<file path="config.mk">
export PLATFORM = sky130hd
export DESIGN_NAME = rotation_tracker_flat
export DESIGN_NICKNAME = d
export VERILOG_FILES = /design/src/rtl/rotation_tracker_pkg.sv /design/src/rtl/rotation_tracker_if.sv /design/src/rtl/rotation_tracker_hall_debounce.sv /design/src/rtl/rotation_tracker.sv /design/src/flat_wrapper.sv
export SDC_FILE = /design/constraint.sdc
export NUM_CORES = 1
export LEC_CHECK = 0
export ABC_AREA = 0
export BUFFER_PORTS_ARGS = -buffer_cell sky130_fd_sc_hd__buf_2
export CORE_UTILIZATION = 53
export DETAILED_ROUTE_END_ITERATION = 10
export GPL_TIMING_DRIVEN = 0
export PLACE_DENSITY = 0.74
export SLEW_MARGIN = 40
export SYNTH_ARGS = -nofsm -noshare
export SYNTH_HDL_FRONTEND = slang
export SYNTH_SLANG_ARGS = --single-unit
</file>
<file path="constraint.sdc">
create_clock -name clk -period 4.2 [get_ports clk]
set_input_delay 0.21 -clock clk [delete_from_list [all_inputs] [get_ports clk]]
set_output_delay 0.21 -clock clk [all_outputs]
set_load 0.01 [all_outputs]
</file>
<file path="src/rtl/rotation_tracker_pkg.sv">
// rotation_pkg
// Shared types and width helpers for the rotation tracker.
//   rot_state_t  : lock state machine encoding
//   SLICE_IDX_W  : slice index width for the default geometry
//   SECTOR_W     : sector index width for the default geometry
package rotation_pkg;

    typedef enum logic [1:0] {
        UNLOCKED = 2'd0,
        ACQUIRE  = 2'd1,
        LOCKED   = 2'd2
    } rot_state_t;

    localparam int DEF_N_SENSORS         = 2;
    localparam int DEF_SLICES_PER_SECTOR = 128;

    localparam int SLICE_IDX_W = $clog2(DEF_N_SENSORS * DEF_SLICES_PER_SECTOR);
    localparam int SECTOR_W    = (DEF_N_SENSORS > 1) ? $clog2(DEF_N_SENSORS) : 1;

endpackage

</file>
<file path="src/rtl/rotation_tracker_if.sv">
// rotation_tracker_if
// Bundles the sensor inputs and the position outputs of the rotation tracker.
//   hall_n        : raw active-low Hall sensor pins
//   slice_cnt     : absolute slice index
//   position_sync : one-cycle pulse at every slice start
//   locked        : slice outputs are valid
//   period        : last measured sector length in cycles
// Modports: master = sensor/consumer side, slave = tracker.
interface rotation_tracker_if #(
    parameter int N_SENSORS    = 2,
    parameter int SLICE_IDX_W  = rotation_pkg::SLICE_IDX_W,
    parameter int PERIOD_WIDTH = 32
);
    logic [N_SENSORS-1:0]    hall_n;
    logic [SLICE_IDX_W-1:0]  slice_cnt;
    logic                    position_sync;
    logic                    locked;
    logic [PERIOD_WIDTH-1:0] period;

    modport master (
        output hall_n,
        input  slice_cnt,
        input  position_sync,
        input  locked,
        input  period
    );

    modport slave (
        input  hall_n,
        output slice_cnt,
        output position_sync,
        output locked,
        output period
    );
endinterface

</file>
<file path="src/rtl/rotation_tracker_hall_debounce.sv">
// hall_debounce
// Two-flop synchroniser followed by a stable-count filter for one Hall sensor.
//   clk, nrst  : system clock, async active-low reset
//   i_hall_n   : raw asynchronous sensor pin, 0 = magnet present
//   o_active   : filtered level, 1 = magnet present
// The filtered level only flips once the synchronised input has disagreed
// with it for DEBOUNCE_CYCLES consecutive cycles; any agreeing cycle restarts
// the count.
module hall_debounce #(
    parameter int DEBOUNCE_CYCLES = 16
) (
    input  logic clk,
    input  logic nrst,
    input  logic i_hall_n,
    output logic o_active
);
    localparam int CNT_W = $clog2(DEBOUNCE_CYCLES + 1);

    logic             r_sync1;
    logic             r_sync2;
    logic             r_active;
    logic [CNT_W-1:0] r_stable_cnt;
    logic             w_differs;

    assign w_differs = (~r_sync2) != r_active;
    assign o_active  = r_active;

    always_ff @(posedge clk or negedge nrst) begin
        if (!nrst) begin
            r_sync1      <= 1'b1;
            r_sync2      <= 1'b1;
            r_active     <= 1'b0;
            r_stable_cnt <= '0;
        end else begin
            r_sync1 <= i_hall_n;
            r_sync2 <= r_sync1;
            if (w_differs) begin
                if (r_stable_cnt == CNT_W'(DEBOUNCE_CYCLES - 1)) begin
                    r_active     <= ~r_sync2;
                    r_stable_cnt <= '0;
                end else begin
                    r_stable_cnt <= r_stable_cnt + CNT_W'(1);
                end
            end else begin
                r_stable_cnt <= '0;
            end
        end
    end
endmodule

</file>
<file path="src/rtl/rotation_tracker.sv">
// rotation_tracker
// Turns N evenly spaced Hall sensors into an absolute angular slice index.
// Each sector is timed; slice pulses inside a sector are spaced with a
// remainder-carrying accumulator so truncation never accumulates.
//   clk, nrst : system clock, async active-low reset
//   bus       : rotation_tracker_if.slave (hall_n in; slice_cnt,
//               position_sync, locked, period out)
//
// state    | meaning
// ---------+-------------------------------------------------------------
// UNLOCKED | no sector timing yet, outputs idle
// ACQUIRE  | one top seen, next top yields a valid period
// LOCKED   | period valid, slice pulses generated
module rotation_tracker
    import rotation_pkg::*;
#(
    parameter int     N_SENSORS         = 2,
    parameter int     SLICES_PER_SECTOR = 128,
    parameter int     PERIOD_WIDTH      = 32,
    parameter int     DEBOUNCE_CYCLES   = 16,
    parameter longint TIMEOUT_CYCLES    = 2**24
) (
    input  logic             clk,
    input  logic             nrst,
    rotation_tracker_if.slave bus
);
    localparam int IDX_W = $clog2(N_SENSORS * SLICES_PER_SECTOR);
    localparam int SEC_W = (N_SENSORS > 1) ? $clog2(N_SENSORS) : 1;
    localparam int SUB_W = $clog2(SLICES_PER_SECTOR);
    localparam int ACC_W = PERIOD_WIDTH + 1;
    localparam logic [PERIOD_WIDTH-1:0] TIMEOUT   = PERIOD_WIDTH'(TIMEOUT_CYCLES);
    localparam logic [SUB_W-1:0]        SUB_LAST  = SUB_W'(SLICES_PER_SECTOR - 1);
    localparam logic [ACC_W-1:0]        ACC_STEP  = ACC_W'(SLICES_PER_SECTOR);

    logic [N_SENSORS-1:0]    w_active;
    logic                    w_any;
    logic [SEC_W-1:0]        w_low_idx;

    logic                    r_armed;
    logic                    r_top;
    logic [SEC_W-1:0]        r_top_idx;

    logic [PERIOD_WIDTH-1:0] r_cnt;
    logic [PERIOD_WIDTH-1:0] r_period;
    logic                    w_timeout;

    rot_state_t              r_state;
    rot_state_t              w_state_next;
    logic                    w_slice_top;
    logic                    w_slice_step;

    logic [ACC_W-1:0]        r_acc;
    logic [ACC_W-1:0]        w_acc_sum;
    logic                    w_cross;
    logic [SUB_W-1:0]        r_sub;
    logic [SEC_W-1:0]        r_sector;
    logic                    r_sync;

    for (genvar g = 0; g < N_SENSORS; g++) begin : g_sensor
        hall_debounce #(
            .DEBOUNCE_CYCLES(DEBOUNCE_CYCLES)
        ) u_debounce (
            .clk      (clk),
            .nrst     (nrst),
            .i_hall_n (bus.hall_n[g]),
            .o_active (w_active[g])
        );
    end

    assign w_any = |w_active;

    // Descending scan so the lowest active sensor wins simultaneous triggers.
    always_comb begin
        w_low_idx = '0;
        for (int i = N_SENSORS - 1; i >= 0; i--) begin
            if (w_active[i]) begin
                w_low_idx = SEC_W'(i);
            end
        end
    end

    // One top per magnet pass: disarm on trigger, rearm only when every
    // sensor has gone quiet, so overlapping sensors cannot double-trigger.
    always_ff @(posedge clk or negedge nrst) begin
        if (!nrst) begin
            r_armed   <= 1'b1;
            r_top     <= 1'b0;
            r_top_idx <= '0;
        end else begin
            r_top <= r_armed && w_any;
            if (r_armed && w_any) begin
                r_armed   <= 1'b0;
                r_top_idx <= w_low_idx;
            end else if (!w_any) begin
                r_armed <= 1'b1;
            end
        end
    end

    assign w_timeout = (r_cnt == TIMEOUT);

    always_ff @(posedge clk or negedge nrst) begin
        if (!nrst) begin
            r_cnt    <= '0;
            r_period <= '0;
        end else if (r_top) begin
            r_period <= r_cnt;
            r_cnt    <= PERIOD_WIDTH'(1);
        end else if (!w_timeout) begin
            r_cnt <= r_cnt + PERIOD_WIDTH'(1);
        end
    end

    always_ff @(posedge clk or negedge nrst) begin
        if (!nrst) begin
            r_state <= UNLOCKED;
        end else begin
            r_state <= w_state_next;
        end
    end

    // A top always beats a simultaneous timeout.
    always_comb begin
        w_state_next = r_state;
        w_slice_top  = 1'b0;
        w_slice_step = 1'b0;
        case (r_state)
            UNLOCKED: begin
                if (r_top) begin
                    w_state_next = ACQUIRE;
                end
            end
            ACQUIRE: begin
                if (r_top) begin
                    w_state_next = LOCKED;
                    w_slice_top  = 1'b1;
                end else if (w_timeout) begin
                    w_state_next = UNLOCKED;
                end
            end
            LOCKED: begin
                if (r_top) begin
                    w_slice_top = 1'b1;
                end else if (w_timeout) begin
                    w_state_next = UNLOCKED;
                end else begin
                    w_slice_step = 1'b1;
                end
            end
            default: begin
                w_state_next = UNLOCKED;
            end
        endcase
    end

    // acc holds the slice phase scaled by the period: adding S per cycle and
    // subtracting the period per slice keeps the remainder, so pulses land
    // on ceil(j*period/S) without a divider.
    assign w_acc_sum = r_acc + ACC_STEP;
    assign w_cross   = w_acc_sum >= {1'b0, r_period};

    always_ff @(posedge clk or negedge nrst) begin
        if (!nrst) begin
            r_acc    <= '0;
            r_sub    <= '0;
            r_sector <= '0;
            r_sync   <= 1'b0;
        end else begin
            r_sync <= 1'b0;
            if (w_slice_top) begin
                r_acc    <= '0;
                r_sub    <= '0;
                r_sector <= r_top_idx;
                r_sync   <= 1'b1;
            end else if (w_slice_step && (r_sub != SUB_LAST)) begin
                // Once the last slice of a sector is out, acc is frozen until
                // the next top so it cannot grow without bound.
                if (w_cross) begin
                    r_acc  <= w_acc_sum - {1'b0, r_period};
                    r_sub  <= r_sub + SUB_W'(1);
                    r_sync <= 1'b1;
                end else begin
                    r_acc <= w_acc_sum;
                end
            end
        end
    end

    assign bus.slice_cnt     = IDX_W'(r_sector) * IDX_W'(SLICES_PER_SECTOR) + IDX_W'(r_sub);
    assign bus.position_sync = r_sync;
    assign bus.locked        = (r_state == LOCKED);
    assign bus.period        = r_period;

endmodule
</file>
<file path="src/flat_wrapper.sv">
// flat-port wrapper written by rule: the top's interface ports become plain ports
module rotation_tracker_flat import rotation_pkg::*;
#(
    parameter int     N_SENSORS         = 2,
    parameter int     SLICES_PER_SECTOR = 128,
    parameter int     PERIOD_WIDTH      = 32,
    parameter int     DEBOUNCE_CYCLES   = 16,
    parameter longint TIMEOUT_CYCLES    = 2**24
)
  (clk, nrst, bus_hall_n, bus_slice_cnt, bus_position_sync, bus_locked, bus_period);
  rotation_tracker_if #(.N_SENSORS(N_SENSORS), .PERIOD_WIDTH(PERIOD_WIDTH)) bus_i ();
  input  logic clk;
  input  logic nrst;
  input wire logic [$bits(bus_i.hall_n)-1:0] bus_hall_n;
  output wire logic [$bits(bus_i.slice_cnt)-1:0] bus_slice_cnt;
  output wire logic [$bits(bus_i.position_sync)-1:0] bus_position_sync;
  output wire logic [$bits(bus_i.locked)-1:0] bus_locked;
  output wire logic [$bits(bus_i.period)-1:0] bus_period;
  assign bus_i.hall_n = bus_hall_n;
  assign bus_slice_cnt = bus_i.slice_cnt;
  assign bus_position_sync = bus_i.position_sync;
  assign bus_locked = bus_i.locked;
  assign bus_period = bus_i.period;
  rotation_tracker #(.N_SENSORS(N_SENSORS), .SLICES_PER_SECTOR(SLICES_PER_SECTOR), .PERIOD_WIDTH(PERIOD_WIDTH), .DEBOUNCE_CYCLES(DEBOUNCE_CYCLES), .TIMEOUT_CYCLES(TIMEOUT_CYCLES)) u_core (.clk(clk), .nrst(nrst), .bus(bus_i));
endmodule
</file>
==> summary.txt, run 1 <==
Drt
  – Router iterations before antenna repair: 5
  – Detailed-route wire length per cell: 18.2 um
  – Via Count: 6978
  – Via count normalized by instance count: 6.04
  – DRC violation count after routing: 0
  – Starting DRC count in detailed routing: 678
  – Final routed wirelength across all metal layers: 21000 um
  – Antenna-violating nets left: 0

Logic synthesis
  – Biggest area contributors in the synthesized netlist: sky130_fd_sc_hd__dfrtp_1 (39%), sky130_fd_sc_hd__ha_1 (6.7%), sky130_fd_sc_hd__o21ai_0 (5.6%)
  – Sequential cell area fraction in the yosys report: 0.409
  – Synthesized area per cell: 8.81 sq um
  – Biggest area consumer among synthesized cells: sky130_fd_sc_hd__dfrtp_1
  – XOR/XNOR Fraction of Synth Area: 0.0955
  – Most frequent cells after synthesis: sky130_fd_sc_hd__dfrtp_1 (122), sky130_fd_sc_hd__nand2_1 (104), sky130_fd_sc_hd__o21ai_0 (87)
  – Synthesized cell area: 7790 sq um
  – Main combinational cell family by area after synthesis: simple AND/OR/NAND/NOR gates
  – Total nets after synthesis: 932
  – Simple-gate portion of the synthesized area: 0.198
  – Count of mapped cells out of synthesis: 885
  – Number of enable-type register cells in the synthesized netlist: 0
  – Warnings from Yosys: 0
  – Post-Synth Adder-Cell Area: 0.0700
  – Fraction of registers with async set or reset after synthesis: 1.00
  – Number of distinct library cell variants in the gate-level netlist after synthesis: 64
  – Seq cells post-synth: 127
  – Most frequent cell after synthesis: sky130_fd_sc_hd__dfrtp_1
  – Post-synth top flop: sky130_fd_sc_hd__dfrtp_1
  – Area fraction of the dominant cell type after synthesis: 0.392
  – Multiplexer share of the synthesized area: 0.0120
  – Compound-Gate Fraction of Synth Area: 0.173

Clocking
  – Clock transition at the registers of the reported paths: 0.06 ns
  – Maximum root-to-sink buffer count: 2
  – CTS tree: yes
  – TritonCTS sink count: 127
  – Source-to-sink clock delay at the later pin of the worst-skew pair: 0.42 ns
  – Cell at the root of the clock tree: sky130_fd_sc_hd__clkbuf_16
  – Number of H-tree branching levels: 4
  – Number of buffers added by the clock tree synthesis step: 17

Die
  – Number of ports placed on the die boundary: 46
  – Floorplan row count: 43
  – Area of the core region: 14100 sq um
  – Floorplan die height: 123 um
  – DIE WIDTH: 123 um
  – Total die area: 15200 sq um
  – Starting Density: 0.553

Pwr
  – Power density over cell area: 327 nW/um^2
  – Standby leakage power: 0.00431 uW
  – Largest vdd supply drop: 0.000248 V

Critical path
  – Data arrival time of the worst path: 4.32 ns
  – Cell at the slowest stage of the critical path: sky130_fd_sc_hd__dfrtp_2
  – Worst path cell trace: and4_4 > nand2_2 > nor2_4 > and2_4 > nand4_1 > buf_4 > nor2_1 > xor2_1 > ha_1 > a21o_1 > a21oi_1 > nor3b_1 > nor3_1 > o31ai_4 > nor3b_1 > mux2_2 > o22a_1
  – CP startpoint kind: flop
  – Crit path buffers/inverters: 1
  – Cell seen most often among critical-path stages: sky130_fd_sc_hd__nor3b_1
  – Critical Path Sink Type: flop
  – Required time of the critical path: 4.51 ns
  – CP Class: flop to flop
  – Largest fanout on the critical path: 8
  – Crit-path max cell delay: 0.42 ns
  – Launch point of the worst path: u_core.r_acc[10]$_DFFE_PN0P_
  – Cell family contributing the most delay on the critical path: simple AND/OR/NAND/NOR gates
  – Worst flop-to-flop path startpoint: u_core.r_acc[10]$_DFFE_PN0P_

Timing
  – Fin. Hold Viols: 0
  – Rel. slew slack: 0.480
  – Setup clock skew after layout: 0.00937 ns
  – Number of setup violations in the final report: 0
  – Period utilization: 0.956
  – Max Clock Freq: 0.249 GHz
  – Period minus WS final: 4.02 ns
  – Pin slew with the least headroom to its limit: 0.780 ns
  – Max-slew violation total from the final report: 0

Hold path
  – Kind of path behind the tightest hold check: primary input to async pin

Global route
  – Pin count of the biggest net entering global routing: 73
  – Global-route wire length before repair: 32800 um
  – Number of antenna violations at the first check in global routing: 0
  – Number of global-route vias before repair: 6342
  – Global router's overall resource usage: 0.289
  – Total global routing overflow: 0

Run
  – Max-cap violation count: 0

Status
  – Result of the run: completed

Layout
  – Number of diodes: 0
  – Final-layout fill cell count: 1190
  – Final design instance area without fill: 9060 sq um
  – Layout cells sized above 1: 0.141
  – Net count of the finished layout: 1009
  – Multi-input gate area: 4330 sq um
  – Post-layout utilization of the core: 0.643
  – FF/Latch Area: 3190 sq um
  – Area added between synthesis and finish: 16.2%

Placement
  – Final RePlAce weighted congestion: 0.928
  – # port buffers: 45
  – Detailed Place HPWL: 14800 um
  – Cell area after placement: 8280 sq um
[where the power goes]
part / leakage, uW / switching, uW / internal (uW)
clock: 0.000282 / 569 / 931
combinational: 0.00230 / 87.2 / 59.8
sequential: 0.00173 / 49.5 / 1260
[metrics by stage]
step	cells	setup TNS, ns	power (uW)	hold slack, ns	worst slack, ns
global route	1155	-0.00420	3050	0.331	-0.00420
detailed placement	1111	-6.51	1470	0.161	-0.457
finish	1155	0	2960	0.295	0.183
CTS	1148	0	2970	0.311	0.00458
floorplan	885	0	1410	-0.0856	0.195
global placement	1110	-7.65	1460	0.315	-0.470
[path summary, 6_finish.rpt]
path                                                                   end  slack, ns  cells past startpoint
setup / recovery                              u_core.r_acc[32]$_DFFE_PN0P_       0.18                     17
hold / removal                                 u_core.r_cnt[2]$_DFFE_PN0P_       0.29                      2
setup reg to reg                              u_core.r_acc[32]$_DFFE_PN0P_       0.18                     17
hold reg to reg            u_core.g_sensor[0].u_debounce.r_sync2$_DFF_PN1_       0.36                      0
max in group asynchronous  u_core.g_sensor[0].u_debounce.r_sync2$_DFF_PN1_       3.18                      3
min in group clk           u_core.g_sensor[0].u_debounce.r_sync2$_DFF_PN1_       0.36                      0
[state kept, by name, indices dropped and copies added (netlist names), 2 cells and up]
signal                                   count
u_core.r_cnt                                32
u_core.g_sensor.u_debounce.r_sync1           2
u_core.g_sensor.u_debounce.o_active          2
u_core.r_state                               2
u_core.g_sensor.u_debounce.r_stable_cnt     10
u_core.r_sub                                 7
u_core.bus.period                           32
u_core.g_sensor.u_debounce.r_sync2           2
u_core.r_acc                                33
[metal layers]
metal,vias to the layer above,wire length [um],track usage
met2,270,9690,0.447
met5,-,0,0
met3,49,1490,0.0590
met1,3392,9270,0.403
li1,3267,-,-
met4,0,544,0.100
[repair_timing]
item / in CTS / in global routing
setup endpoints to repair: 40 / 39
cloned: 0 / 1
setup buffers: 2 / 7
hold buffers: 3 / 0
hold endpoints to repair: 57 / 0
pin swaps: 1 / 7
resized for setup: 8 / 22
[layout make-up]
cell class / instances / area share
multi-input combinational: 674 / 0.478
sequential: 127 / 0.352
clock buffer: 18 / 0.0474
timing repair buffer: 59 / 0.0406
tap: 180 / 0.0249
inverter: 52 / 0.0215
clock inverter: 14 / 0.0184
buffer: 31 / 0.0170
[placed cells by master (no fill, tap or decap), drive strengths merged, types with 43 or more instances in the layout]
master / instances
inv: 54
o21ai: 87
buf: 66
xnor2: 43
nand3: 46
nand2: 104
dfrtp: 122
a21oi: 45
nor2: 72
[cell families (layout without fill, tap and decap cells)]
| logic type | Yosys count | after routing |
|---|---|---|
| and+or+nand+nor | 321 | 321 |
| AOI/OAI and AO/OA | 216 | 216 |
| DFF | 127 | 127 |
| xor gates and xnor gates | 85 | 85 |
| buffers and inverters | 84 | 174 |
| adders and majority gates | 43 | 43 |
| muxes | 9 | 9 |
No activity file was read; power rests on OpenSTA's default activity.
==> run 2: changes to the inputs <==
- CORE_MARGIN: not set -> 2
- CORE_UTILIZATION: 53 -> 56
- PLACE_DENSITY: 0.74 -> 0.77
==> run 2 against run 1 <==
Hold slack got worse by 0.013 ns. Final cell count about the same. Via count down 3.4%. Clock skew is 0.0021 ns lower. Utilization grew 1.9 points. Sequential share of layout area decreased by 0.11 points. Non-clock buffer count down 1. Critical endpoint unchanged. Largest power group unchanged. Highest routed layer unchanged.
==> summary.txt, run 2 (synthesis gave the netlist of run 1 again) <==
Status
  – Result of the run: completed

Drt
  – Final routed wirelength across all metal layers: 20200 um
  – DRC violation count after routing: 0
  – Via Count: 6740
  – Detailed-route wire length per cell: 17.5 um
  – Starting DRC count in detailed routing: 645
  – Via count normalized by instance count: 5.84
  – Router iterations before antenna repair: 5
  – Antenna-violating nets left: 0

Critical path
  – Worst flop-to-flop path startpoint: u_core.r_acc[16]$_DFFE_PN0P_
  – Required time of the critical path: 4.52 ns
  – CP startpoint kind: flop
  – Worst path cell trace: buf_2 > and4_1 > and2_1 > and3_4 > and3_2 > xor2_2 > ha_4 > a21o_1 > a311o_1 > a21o_1 > a21o_1 > a221oi_2 > o31ai_1 > and2_1 > mux2_2 > o22a_1
  – FF-to-FF path depth: 16
  – CP Class: flop to flop
  – Logic depth of the worst path, buffers included: 16
  – Critical Path Sink Type: flop
  – Cell at the slowest stage of the critical path: sky130_fd_sc_hd__a311o_1
  – Cell family contributing the most delay on the critical path: compound AO/OA/AOI/OAI gates
  – Last element of the critical path: u_core.r_acc[32]$_DFFE_PN0P_
  – Launch point of the worst path: u_core.r_acc[16]$_DFFE_PN0P_
  – Data arrival time of the worst path: 4.34 ns
  – Flop-to-flop setup slack: 0.18 ns
  – Largest fanout on the critical path: 8
  – Worst reg2reg endpoint: u_core.r_acc[32]$_DFFE_PN0P_
  – Crit path buffers/inverters: 1
  – Cell seen most often among critical-path stages: sky130_fd_sc_hd__a21o_1
  – Crit-path max cell delay: 0.36 ns

Pwr
  – Largest vdd supply drop: 0.000318 V
  – Standby leakage power: 0.00431 uW
  – Share of total power consumed by net switching: 0.261
  – Int Pwr: 2150 uW
  – Net switching power of the design: 758 uW
  – Total design power: 2910 uW
  – Power density over cell area: 320 nW/um^2
  – Share of total power in sequential cells: 0.450
  – Clock share of power: 0.498
  – Combinational fraction of design power: 0.051

Clocking
  – Clock transition at the registers of the reported paths: 0.06 ns
  – CTS tree: yes
  – Source-to-sink clock delay at the later pin of the worst-skew pair: 0.43 ns
  – Maximum root-to-sink buffer count: 2
  – Number of H-tree branching levels: 4
  – Cell at the root of the clock tree: sky130_fd_sc_hd__clkbuf_16
  – TritonCTS sink count: 127
  – Number of buffers added by the clock tree synthesis step: 17

Die
  – Floorplan row count: 43
  – Number of ports placed on the die boundary: 46
  – Area of the core region: 13700 sq um
  – Starting Density: 0.568
  – DIE WIDTH: 122 um
  – Floorplan die height: 122 um
  – Total die area: 14900 sq um

Placement
  – # port buffers: 45
  – Worst slack at placement: -0.464 ns
  – Cell total after placement: 1111
  – Cell area after placement: 8280 sq um
  – Final RePlAce weighted congestion: 0.988
  – Detailed Place HPWL: 14400 um

Layout
  – Area added between synthesis and finish: 16.5%
  – Most flops, register: u_core.r_acc
  – Commonest cells after routing, fill and taps aside: sky130_fd_sc_hd__dfrtp_1 (119), sky130_fd_sc_hd__nand2_1 (103), sky130_fd_sc_hd__o21ai_0 (86)
  – Non-filler instance count after layout: 1154
  – Net count of the finished layout: 1008
  – Number of diodes: 0
  – Flip-flop count of the largest register after layout: 33
  – Final design instance area without fill: 9080 sq um
  – Commonest non-fill, non-tap cell in the layout: sky130_fd_sc_hd__dfrtp_1
  – Layout cells sized above 1: 0.145

Global route
  – Total global routing overflow: 0
  – Global router's overall resource usage: 0.280
  – Number of antenna violations at the first check in global routing: 0
  – Global-route wire length before repair: 31900 um
  – Number of global-route vias before repair: 6383
  – Pin count of the biggest net entering global routing: 79

Timing
  – Number of setup violations in the final report: 0
  – Final hold slack: 0.281 ns
  – Fin. Hold Viols: 0
  – Max Clock Freq: 0.249 GHz
  – Period utilization: 0.956
  – Setup slack of the critical path after layout: 0.183 ns
  – Pin slew with the least headroom to its limit: 0.636 ns
  – Period minus WS final: 4.02 ns
  – Setup clock skew after layout: 0.00724 ns
  – RSZ-0062 raised after global routing: false
  – Max-slew violation total from the final report: 0
  – Rel. slew slack: 0.574

Hold path
  – Kind of path behind the tightest hold check: primary input to async pin

Run
  – Max-cap violation count: 0
==> run 2: what timing repair did <==
item	4_1_cts	5_1_grt
resized for setup	11	19
endpoints found under the hold margin	51	0
hold buffers	3	0
pin swaps	2	7
setup endpoints to repair	40	41
buffers inserted	5	4
==> run 2: how the worst min path moves through the flow <==
stage	end	from	depth (start not counted)
CTS	u_core.r_acc[30]$_DFFE_PN0P_	nrst	2
finish	u_core.r_acc[30]$_DFFE_PN0P_	nrst	2
global placement	u_core.g_sensor[0].u_debounce.r_sync1$_DFF_PN1_	bus_hall_n[0]	1
global route	u_core.r_sub[1]$_DFFE_PN0P_	nrst	2
detailed placement	u_core.r_acc[28]$_DFFE_PN0P_	nrst	1
floorplan	u_core.bus.period[0]$_DFFE_PN0P_	nrst	0
==> run 2: metal layers <==
layer / track usage / vias to the layer above / routed length [um]
met5: 0 / - / 0
met4: 0.104 / 0 / 465
met3: 0.0548 / 32 / 1240
met2: 0.455 / 215 / 9700
met1: 0.374 / 3241 / 8760
li1: - / 3252 / -
==> run 2: through the flow <==
step	setup TNS [ns]	utilization
floorplan	0	-
global placement	-2.77	0.601
detailed placement	-5.81	0.604
CTS	0	0.653
global route	0	0.662
finish	0	0.662
==> run 2: final cells by class <==
cell class | count | area [sq um]
fillers | 1127 | 4640
multi-input cells | 674 | 4390
flip-flops and latches | 127 | 3190
clock buffers | 17 | 425
repair buffers | 58 | 360
well taps | 180 | 225
inverters | 52 | 195
clock inverters | 15 | 149
plain buffers | 31 | 146
==> run 2: power by group through the flow <==
| stage | combinational [uW] | sequential (uW) | clock, uW |
|---|---|---|---|
| floorplan | 93.0 | 1320 | 0 |
| global placement | 137 | 1330 | 0 |
| detailed placement | 147 | 1330 | 0 |
| CTS | 150 | 1310 | 1450 |
| global route | 170 | 1310 | 1510 |
| finish | 149 | 1310 | 1450 |
==> run 3: changes to the inputs <==
- BUFFER_PORTS_ARGS: -buffer_cell sky130_fd_sc_hd__buf_2 -> -buffer_cell sky130_fd_sc_hd__buf_4
- CTS_CLUSTER_SIZE: not set -> 8
- GPL_ROUTABILITY_DRIVEN: not set -> 0
==> run 3 against run 2 <==
Via count rose by 1.6%. Hold slack got worse by 0.0026 ns. Critical path type unchanged. Sequential share of layout area fell by 0.76 points. Utilization rose by 1.5 points. Wire length rose by 1.3%. First-iteration DRC count fell by 2.3%. Final area rose by 2.2%. Die area did not move. Global-route usage rose by 0.45 points.
==> summary.txt, run 3 (synthesis gave the netlist of run 1 again) <==
Clocking
  – Cell at the root of the clock tree: sky130_fd_sc_hd__clkbuf_16
  – Source-to-sink clock delay at the later pin of the worst-skew pair: 0.43 ns
  – TritonCTS sink count: 127
  – Number of H-tree branching levels: 4
  – Maximum root-to-sink buffer count: 2
  – Clock transition at the registers of the reported paths: 0.06 ns
  – CTS tree: yes
  – Number of buffers added by the clock tree synthesis step: 17

Critical path
  – CP startpoint kind: flop
  – Critical Path Sink Type: flop
  – CP Class: flop to flop
  – Largest fanout on the critical path: 10
  – Crit-path max cell delay: 0.40 ns
  – Data arrival time of the worst path: 4.36 ns
  – Cell at the slowest stage of the critical path: sky130_fd_sc_hd__ha_1
  – Crit path buffers/inverters: 2
  – Required time of the critical path: 4.50 ns
  – Cell family contributing the most delay on the critical path: simple AND/OR/NAND/NOR gates
  – Worst path cell trace: clkbuf_4 > and4_4 > and2_1 > and3_1 > nand4_1 > nor2_2 > xor2_2 > ha_1 > nand2_1 > nor4_2 > nand4_1 > o21ai_1 > nor3_2 > o31ai_4 > nor2_4 > clkbuf_4 > a22oi_1 > o21ai_0

Run
  – Max-cap violation count: 0

Die
  – Area of the core region: 13700 sq um
  – Total die area: 14900 sq um
  – Number of ports placed on the die boundary: 46
  – DIE WIDTH: 122 um
  – Floorplan row count: 43
  – Starting Density: 0.568
  – Floorplan die height: 122 um

Global route
  – Global router's overall resource usage: 0.285
  – Number of global-route vias before repair: 6538
  – Total global routing overflow: 0
  – Global-route wire length before repair: 32300 um
  – Number of antenna violations at the first check in global routing: 0
  – Pin count of the biggest net entering global routing: 77

Drt
  – Antenna-violating nets left: 0
  – Final routed wirelength across all metal layers: 20400 um
  – Router iterations before antenna repair: 5
  – DRC violation count after routing: 0
  – Detailed-route wire length per cell: 17.7 um
  – Via Count: 6851
  – Via count normalized by instance count: 5.94
  – Starting DRC count in detailed routing: 630

Placement
  – # port buffers: 45
  – Worst slack at placement: -0.407 ns
  – Detailed Place HPWL: 14400 um
  – Cell total after placement: 1111

Pwr
  – Total design power: 3220 uW
  – Largest vdd supply drop: 0.000370 V
  – Standby leakage power: 0.00436 uW
  – Power density over cell area: 346 nW/um^2

Status
  – Result of the run: completed

Layout
  – Commonest cells after routing, fill and taps aside: sky130_fd_sc_hd__dfrtp_1 (119), sky130_fd_sc_hd__nand2_1 (103), sky130_fd_sc_hd__o21ai_0 (86)
  – Layout cells sized above 1: 0.142
  – Net count of the finished layout: 1007
  – Commonest non-fill, non-tap cell in the layout: sky130_fd_sc_hd__dfrtp_1
  – Number of diodes: 0
  – Flip-flop count of the largest register after layout: 33
  – Most flops, register: u_core.r_acc
  – Area added between synthesis and finish: 19.1%
  – Non-filler instance count after layout: 1153

Timing
  – Period utilization: 0.967
  – Number of setup violations in the final report: 0
  – Max-slew violation total from the final report: 0
  – Setup clock skew after layout: 0.00756 ns
  – Pin slew with the least headroom to its limit: 0.714 ns
  – Fin. Hold Viols: 0
  – Rel. slew slack: 0.522
  – Period minus WS final: 4.06 ns
  – Setup slack of the critical path after layout: 0.140 ns
  – Final sum of negative setup slack: 0 ns
  – Max Clock Freq: 0.246 GHz

Hold path
  – Kind of path behind the tightest hold check: primary input to async pin
==> run 3: worst paths after layout <==
check / slack [ns] / cells after the start / to / from
max: 0.14 / 18 / u_core.r_acc[31]$_DFFE_PN0P_ / u_core.r_acc[16]$_DFFE_PN0P_
min: 0.28 / 2 / u_core.r_acc[26]$_DFFE_PN0P_ / nrst
max reg2reg: 0.14 / 18 / u_core.r_acc[31]$_DFFE_PN0P_ / u_core.r_acc[16]$_DFFE_PN0P_
min reg2reg: 0.36 / 0 / u_core.g_sensor[1].u_debounce.r_sync2$_DFF_PN1_ / u_core.g_sensor[1].u_debounce.r_sync1$_DFF_PN1_
max in group asynchronous: 3.18 / 3 / u_core.r_armed$_DFFE_PN1P_ / nrst
min in group clk: 0.36 / 0 / u_core.g_sensor[1].u_debounce.r_sync2$_DFF_PN1_ / u_core.g_sensor[1].u_debounce.r_sync1$_DFF_PN1_
==> run 3: cell type report <==
cell class / count / area, sq um
Clock buffer: 21 / 470
Sequential cell: 127 / 3190
Timing Repair Buffer: 57 / 463
Tap cell: 180 / 225
Buffer: 31 / 149
Fill cell: 1104 / 4430
Multi-Input combinational cell: 674 / 4370
Clock inverter: 11 / 224
Inverter: 52 / 195
==> run 3: power breakdown <==
part	switching (uW)	internal, uW	total (uW)	leakage (uW)
registers	48.8	1260	1310	0.00173
clock network	585	1170	1750	0.000339
logic	90.9	61.0	152	0.00229
total	724	2490	3220	0.00436
==> run 3: layer usage <==
metal	track usage	routed length, um	vias to the layer above
met5	0	0	-
met4	0.114	486	0
met3	0.0520	1120	48
met2	0.466	10100	232
met1	0.376	8750	3313
li1	-	-	3258
==> run 3: through the flow <==
stage	instance area [sq um]	hold WS (ns)	util
floorplan	7790	-0.0856	-
global placement	8360	0.318	0.609
detailed placement	8390	0.156	0.612
CTS	9160	0.303	0.668
global route	9290	0.315	0.677
finish	9290	0.279	0.677
==> run 3: timing repair <==
item / 4_1_cts / 5_1_grt
resized for setup: 8 / 22
endpoints found under the hold margin: 53 / 0
endpoints found under the setup margin: 41 / 35
setup buffers: 3 / 5
hold buffers: 3 / 0
pin swaps: 2 / 7
